==> src/rtl/isp_frame_sequencer.sv <==
// Frame-level scheduler: validates a start command, launches Gaussian blur then FAST, reports status.
// Optional per-stage watchdog is compiled in when SEQ_WATCHDOG_EN is defined.
module isp_frame_sequencer #(
    parameter int unsigned X_MAX       = 200,
    parameter int unsigned Y_MAX       = 200,
    parameter int unsigned MAX_KERNEL  = 3,
    parameter int unsigned WDOG_CYCLES = 2**20
) (
    input  logic                          clk,
    input  logic                          n_rst,
    input  logic                          start,
    input  logic                          abort,
    input  logic [$clog2(X_MAX)-1:0]      cfg_max_x,
    input  logic [$clog2(Y_MAX)-1:0]      cfg_max_y,
    input  logic [2:0]                    cfg_sigma,
    input  logic [$clog2(MAX_KERNEL)-1:0] cfg_kernel_size,
    output logic                          busy,
    output logic                          done,
    output logic                          err,
    output logic [1:0]                    err_code,
    output logic [15:0]                   frame_count,
    output logic                          blur_new_trans,
    output logic [$clog2(X_MAX)-1:0]      blur_max_x,
    output logic [$clog2(Y_MAX)-1:0]      blur_max_y,
    output logic [2:0]                    blur_sigma,
    output logic [$clog2(MAX_KERNEL)-1:0] blur_kernel_size,
    input  logic                          blur_conv_done,
    output logic                          fast_start,
    input  logic                          fast_done
);

    localparam int unsigned XW = $clog2(X_MAX);
    localparam int unsigned YW = $clog2(Y_MAX);
    localparam int unsigned KW = $clog2(MAX_KERNEL);

    localparam logic [1:0] ErrNone    = 2'd0;
    localparam logic [1:0] ErrBadCfg  = 2'd1;
    localparam logic [1:0] ErrTimeout = 2'd2;
    localparam logic [1:0] ErrAbort   = 2'd3;

    typedef enum logic [2:0] {
        StIdle,
        StLaunchBlur,
        StWaitBlur,
        StLaunchFast,
        StWaitFast,
        StDone,
        StError
    } state_e;

    state_e          r_state;
    state_e          w_state_next;
    logic [1:0]      r_err_code;
    logic [1:0]      w_err_code_next;
    logic            w_latch_cfg;
    logic            w_cfg_valid;
    logic            w_wdog_expired;
    logic [15:0]     r_frame_count;
    logic [XW-1:0]   r_blur_max_x;
    logic [YW-1:0]   r_blur_max_y;
    logic [2:0]      r_blur_sigma;
    logic [KW-1:0]   r_blur_kernel_size;

    assign w_cfg_valid = (cfg_max_x != '0) && (cfg_max_y != '0) && (cfg_sigma != 3'd0) &&
                         cfg_kernel_size[0] && (32'(cfg_kernel_size) <= MAX_KERNEL);

`ifdef SEQ_WATCHDOG_EN
    localparam int unsigned WdogW = $clog2(WDOG_CYCLES);

    logic [WdogW-1:0] r_wdog;
    logic             w_in_wait;

    assign w_in_wait = (r_state == StWaitBlur) || (r_state == StWaitFast);

    // Launch states are the only way into a wait state, so clearing there covers every entry.
    always_ff @(posedge clk or negedge n_rst) begin
        if (!n_rst) begin
            r_wdog <= '0;
        end else if ((r_state == StLaunchBlur) || (r_state == StLaunchFast)) begin
            r_wdog <= '0;
        end else if (w_in_wait) begin
            r_wdog <= r_wdog + 1'b1;
        end
    end

    assign w_wdog_expired = w_in_wait && (r_wdog == WdogW'(WDOG_CYCLES - 1));
`else
    assign w_wdog_expired = 1'b0;
`endif

    always_comb begin
        w_state_next    = r_state;
        w_err_code_next = r_err_code;
        w_latch_cfg     = 1'b0;
        unique case (r_state)
            StIdle: begin
                if (start) begin
                    if (w_cfg_valid) begin
                        w_state_next    = StLaunchBlur;
                        w_err_code_next = ErrNone;
                        w_latch_cfg     = 1'b1;
                    end else begin
                        w_state_next    = StError;
                        w_err_code_next = ErrBadCfg;
                    end
                end
            end
            StLaunchBlur: w_state_next = StWaitBlur;
            StWaitBlur: begin
                if (blur_conv_done) begin
                    w_state_next = StLaunchFast;
                end else if (w_wdog_expired) begin
                    w_state_next    = StError;
                    w_err_code_next = ErrTimeout;
                end
            end
            StLaunchFast: w_state_next = StWaitFast;
            StWaitFast: begin
                if (fast_done) begin
                    w_state_next = StDone;
                end else if (w_wdog_expired) begin
                    w_state_next    = StError;
                    w_err_code_next = ErrTimeout;
                end
            end
            StDone:  w_state_next = StIdle;
            StError: w_state_next = StIdle;
            default: w_state_next = StIdle;
        endcase

        // Abort overrides any stage completion seen in the same cycle.
        if (abort && (r_state != StIdle) && (r_state != StError)) begin
            w_state_next    = StError;
            w_err_code_next = ErrAbort;
        end
    end

    always_ff @(posedge clk or negedge n_rst) begin
        if (!n_rst) begin
            r_state    <= StIdle;
            r_err_code <= ErrNone;
        end else begin
            r_state    <= w_state_next;
            r_err_code <= w_err_code_next;
        end
    end

    always_ff @(posedge clk or negedge n_rst) begin
        if (!n_rst) begin
            r_blur_max_x       <= '0;
            r_blur_max_y       <= '0;
            r_blur_sigma       <= '0;
            r_blur_kernel_size <= '0;
        end else if (w_latch_cfg) begin
            r_blur_max_x       <= cfg_max_x;
            r_blur_max_y       <= cfg_max_y;
            r_blur_sigma       <= cfg_sigma;
            r_blur_kernel_size <= cfg_kernel_size;
        end
    end

    always_ff @(posedge clk or negedge n_rst) begin
        if (!n_rst) begin
            r_frame_count <= '0;
        end else if (r_state == StDone) begin
            r_frame_count <= r_frame_count + 16'd1;
        end
    end

    assign busy             = (r_state != StIdle);
    assign done             = (r_state == StDone);
    assign err              = (r_state == StError);
    assign err_code         = r_err_code;
    assign frame_count      = r_frame_count;
    assign blur_new_trans   = (r_state == StLaunchBlur);
    assign fast_start       = (r_state == StLaunchFast);
    assign blur_max_x       = r_blur_max_x;
    assign blur_max_y       = r_blur_max_y;
    assign blur_sigma       = r_blur_sigma;
    assign blur_kernel_size = r_blur_kernel_size;

endmodule

==> config.mk <==
export PLATFORM = sky130hd
export DESIGN_NAME = isp_frame_sequencer
export DESIGN_NICKNAME = d
export VERILOG_FILES = /design/src/rtl/isp_frame_sequencer.sv
export SDC_FILE = /design/constraint.sdc
export NUM_CORES = 1
export LEC_CHECK = 0
export BUFFER_PORTS_ARGS = -buffer_cell sky130_fd_sc_hd__buf_2
export CAP_MARGIN = 20
export CORE_MARGIN = 2
export CORE_UTILIZATION = 45
export CTS_BUF_LIST = sky130_fd_sc_hd__clkbuf_8
export DETAILED_ROUTE_END_ITERATION = 10
export PLACE_DENSITY = 0.76
export SLEW_MARGIN = 15
export SYNTH_ARGS = -nofsm -noshare
export SYNTH_HDL_FRONTEND = slang
export SYNTH_SLANG_ARGS = --single-unit
==> constraint.sdc <==
create_clock -name clk -period 1.5 [get_ports clk]
set_clock_uncertainty 0.1 [all_clocks]
set_input_delay 0.15 -clock clk [delete_from_list [all_inputs] [get_ports clk]]
set_output_delay 0.15 -clock clk [all_outputs]
set_load 0.005 [all_outputs]
# == Yosys cells after proc, flatten, opt, wreduce, memory -nomap -nowiden ==
# Cells that the tools add are included.
# W data, S select, Z words.
# word_totals
ff_bits,42
output_inout_bits,44
# classes
muxes,13
eq_ne,10
add_sub_neg,1
n_reduce_logical,14
# ops
cell,count
$add A16 B1 Y16 const B,1
$reduce_bool A8 Y1,2
$mux W3,5
$pmux W3 S5,1
$ne A3 B3 Y1 const B,4
$eq A3 B3 Y1 const B,3
$eq A3 B2 Y1 const B,2
$mux W2,3
$reduce_bool A3 Y1,2
$logic_and A1 B1 Y1,5
$mux W1,4
$reduce_bool A2 Y1,2
$eq A3 B1 Y1 const B,1
$logic_not A3 Y1,1
$reduce_and A3 Y1,1
$reduce_and A2 Y1,1

# == Depth between registers and ports, before layout ==
# logic_depth
ltp_word,8
ltp_mapped,5
depth_no_buf,5

# == Least setup slack after synthesis ==
# OpenSTA, ideal clock, no wires.
# synth_timing
path_type,flip-flop to flip-flop
from,reg r_state[0]
to,reg r_blur_kernel_size[1] (netlist: blur_kernel_size[1])
setup_time_ps,125
t_arrival_ps,1277
path_buffers,1
path_stages_with_launch,5
setup_slack_ps,-2
synth_period_minus_slack_ps,1502
t_required_ps,1275
path_cell_list,dfrtp_1 > and2b_1 > nand4_4 > buf_12 > mux2_4
# synth_between
elab_chain_cells,2
# synth_lines
element,line_no,source
"start, declared",51,state_e r_state;
"start signal, assigned",140,r_state <= StIdle;
"start signal, assigned",143,r_state <= w_state_next;
$logic_not A3 Y1,95,unique case (r_state)
$mux W1,95,
"end signal, assigned",158,r_blur_kernel_size <= cfg_kernel_size;
"end, declared",62,logic [KW-1:0] r_blur_kernel_size;
# Every way passes these cells.
# A chain may end at the register's enable or synchronous reset.

# == Worst setup path after layout ==
# layout_timing
from,reg r_state[1]
to,out busy
# layout_between
elab_chain_cells,1
# layout_lines
element,line_no,source
$reduce_bool A3 Y1,170,assign busy = (r_state != StIdle);
"end, declared",17,"output logic busy,"
# Every way passes these cells.

==> impl_metrics.yaml <==
timing:
  slew_headroom: 0.652
  period_share: 1.07
  holdWs_ns: 0.00952
  finalSetupViolations: 3
  rsz0062_at_grt: "yes"
  period_minus_slack_ns: 1.60
  timing.final.hold_violations: 0
  max_freq_ghz: 0.624
  drv_slew: 0
  setup_slack_ns: -0.103
  worst_slew_pin_slew_ns: 0.522
synthesis:
  synth.cell_area_um2: 1990
  synth_edf_count: 0
  ys_types: 43
  synth_flop_cell: "dfrtp_1"
  synth_nets: 180
  synth_warnings: 0
  postSynthCellCount: 152
  ys_ff_latch: 42
  synthArstFlopShare: 1.00
  synthTopCellsByArea: "dfrtp_1 (53%), mux2_4 (14%), xnor2_1 (5.7%)"
  yosys.area.top_type: "dfrtp_1"
  ys_seq_area_frac: 0.529
  avgSynthCellArea_um2: 13.1
  yosysTopAreaCellShare: 0.529
global_route:
  antenna_found_initial: 0
  gr-total-overflow: 0
  track_usage: 0.205
  grt_pass1_wl_um: 7820
  grt_max_degree: 43
  first_global_vias: 1595
detailed_routing:
  drtPass1Iterations: 4
  drt-total-wl_um: 4820
  avgRoutedWirePerCell_um: 15.2
  vias: 1601
  drc: 0
  dr.first_iter.drc_count: 55
  viasPerCell: 5.07
  drtAntennaViolNets: 0
placement:
  place_congestion: 0.798
  hpwl_um: 3290
  portBuffers: 70
setup_path:
  reg2reg_slack_ns: 0.01
  worstPathArrival_ns: 1.35
  start_kind: "flop"
  crit_required_ns: 1.25
  endpoint_kind: "output port"
  setup.worst_path.start: "r_state[1]"
  r2r_end: "blur_max_x[3]"
  r2r_cells: 5
  r2r_start: "r_state[2]"
  cp_max_fo: 7
  worstSetupPathType: "flop to output port"
finish:
  layout-area-overhead-vs-synth_pct: 45.1
  nets: 291
  drive_gt1_frac: 0.545
  n_antenna_cell: 0
  layout_common_cells: "buf_2 (68), dfrtp_1 (41), buf_4 (22)"
  mostFrequentLayoutCell: "buf_2"
clock_network:
  clock-sinks: 42
  clk_pin_slew_ns: 0.08
  h-tree-depth: 2
  cts-root-buf: "clkbuf_8"
  cts_buffers: 5
  clock_latency_ns: 0.29
  cts_tree: "built"
  clockBufferDepth: 2
hold_path:
  hold_depth: 2
  min_to: "blur_max_y[6]"
  min_path_type: "primary input to flop"
  min-delay-start: "cfg_max_y[6]"
floorplan:
  initial_core_util: 0.462
  dieArea_um2: 4960
  dieWidth_um: 70.4
  die_height_um: 70.4
  ios: 71
  std_cell_rows: 24
  core_area_um2: 4290
power:
  p_total_mw: 4.79
  p_leak_nw: 1.50
  powerDensity_nw_per_um2: 1660
  peakVddDrop_mv: 0.953
status:
  status: "finished, violations left"
  violations: "setup timing"
job:
  max_cap_violations: 0
## cells in the mapped netlist, drive strengths merged (2+ instances only)
cell type and instances:
a211oi 2, nand4 6, nor2 6, nor2b 2, and2 2, and4 3, nand2 11, xor2 2
dfrtp 42, a21oi 2, buf 4, nand3 7, nor4 4, mux2 21, o21bai 2, xnor2 13
nand2b 4
## where the power goes
group | total, mW | internal (mW) | switching [mW]
logic | 2.11 | 1.31 | 0.803
clock network | 0.871 | 0.490 | 0.381
registers | 1.81 | 1.53 | 0.283
## through the flow
step | cells | area (um^2) | util | TNS [ns] | worst slack [ns]
after global routing | 316 | 2880 | 0.671 | -0.930 | -0.140
after detailed placement | 293 | 2550 | 0.594 | -4.61 | -0.242
final | 316 | 2880 | 0.671 | -0.142 | -0.103
after global placement | 293 | 2550 | 0.594 | -3.48 | -0.182
after floorplan | 152 | 1990 | - | -0.0179 | -0.00179
after CTS | 308 | 2750 | 0.640 | -0.480 | -0.0940
## sequential cells by signal (all words and copies together), names as in the netlist
signal            cells
blur_kernel_size      2
r_state               3
frame_count          16
blur_max_x            8
blur_max_y            8
err_code              2
blur_sigma            3
## area by class of cell
class	instances	area [um^2]
clock buffer	5	68.8
clock inverter	3	41.3
tap	52	65.1
fill	335	1410
multi-input combinational	104	920
inverter	1	6.26
timing repair buffer	109	728
sequential	42	1050
## critical path, stage by stage (launching register included)
cell and delay (ns):
dfrtp_2 0.45, buf_6 0.14, or3_1 0.34, buf_2 0.13
## routing by layer
layer / up-vias / part of all wire / global-route usage
li1: 773 / - / -
met1: 761 / 0.42 / 0.253
met2: 53 / 0.50 / 0.343
met3: 14 / 0.049 / 0.0390
met4: 0 / 0.032 / 0.103
met5: - / 0 / 0
## cells by family (layout without fill, tap and decap cells)
group,Yosys count,in the layout,share of synthesized area
AO/OA/AOI/OAI,15,15,0.0573
XOR/XNOR,15,15,0.0662
AND/OR/NAND/NOR,51,51,0.152
multiplexers,22,22,0.158
buffers and inverters,6,118,0.0302
flip-flops,42,42,0.529
adder cells (fa/ha/maj),1,1,0.00630
## worst max path at each step
| stage | endpoint | slack (ns) | depth (start not counted) |
|---|---|---|---|
| CTS | busy | -0.09 | 3 |
| global placement | blur_sigma[0] | -0.18 | 7 |
| finish | busy | -0.10 | 3 |
| detailed placement | blur_max_y[5] | -0.24 | 7 |
| global route | busy | -0.14 | 3 |
| floorplan | blur_kernel_size[1] | -0.002 | 4 |
## repair_timing
item	4_1_cts	5_1_grt
hold buffers	6	1
pin swaps	0	4
hold endpoints to repair	47	1
resized for setup	6	19
buffers inserted	1	7
setup endpoints to repair	12	32
Power figures use the tool's default switching activity.
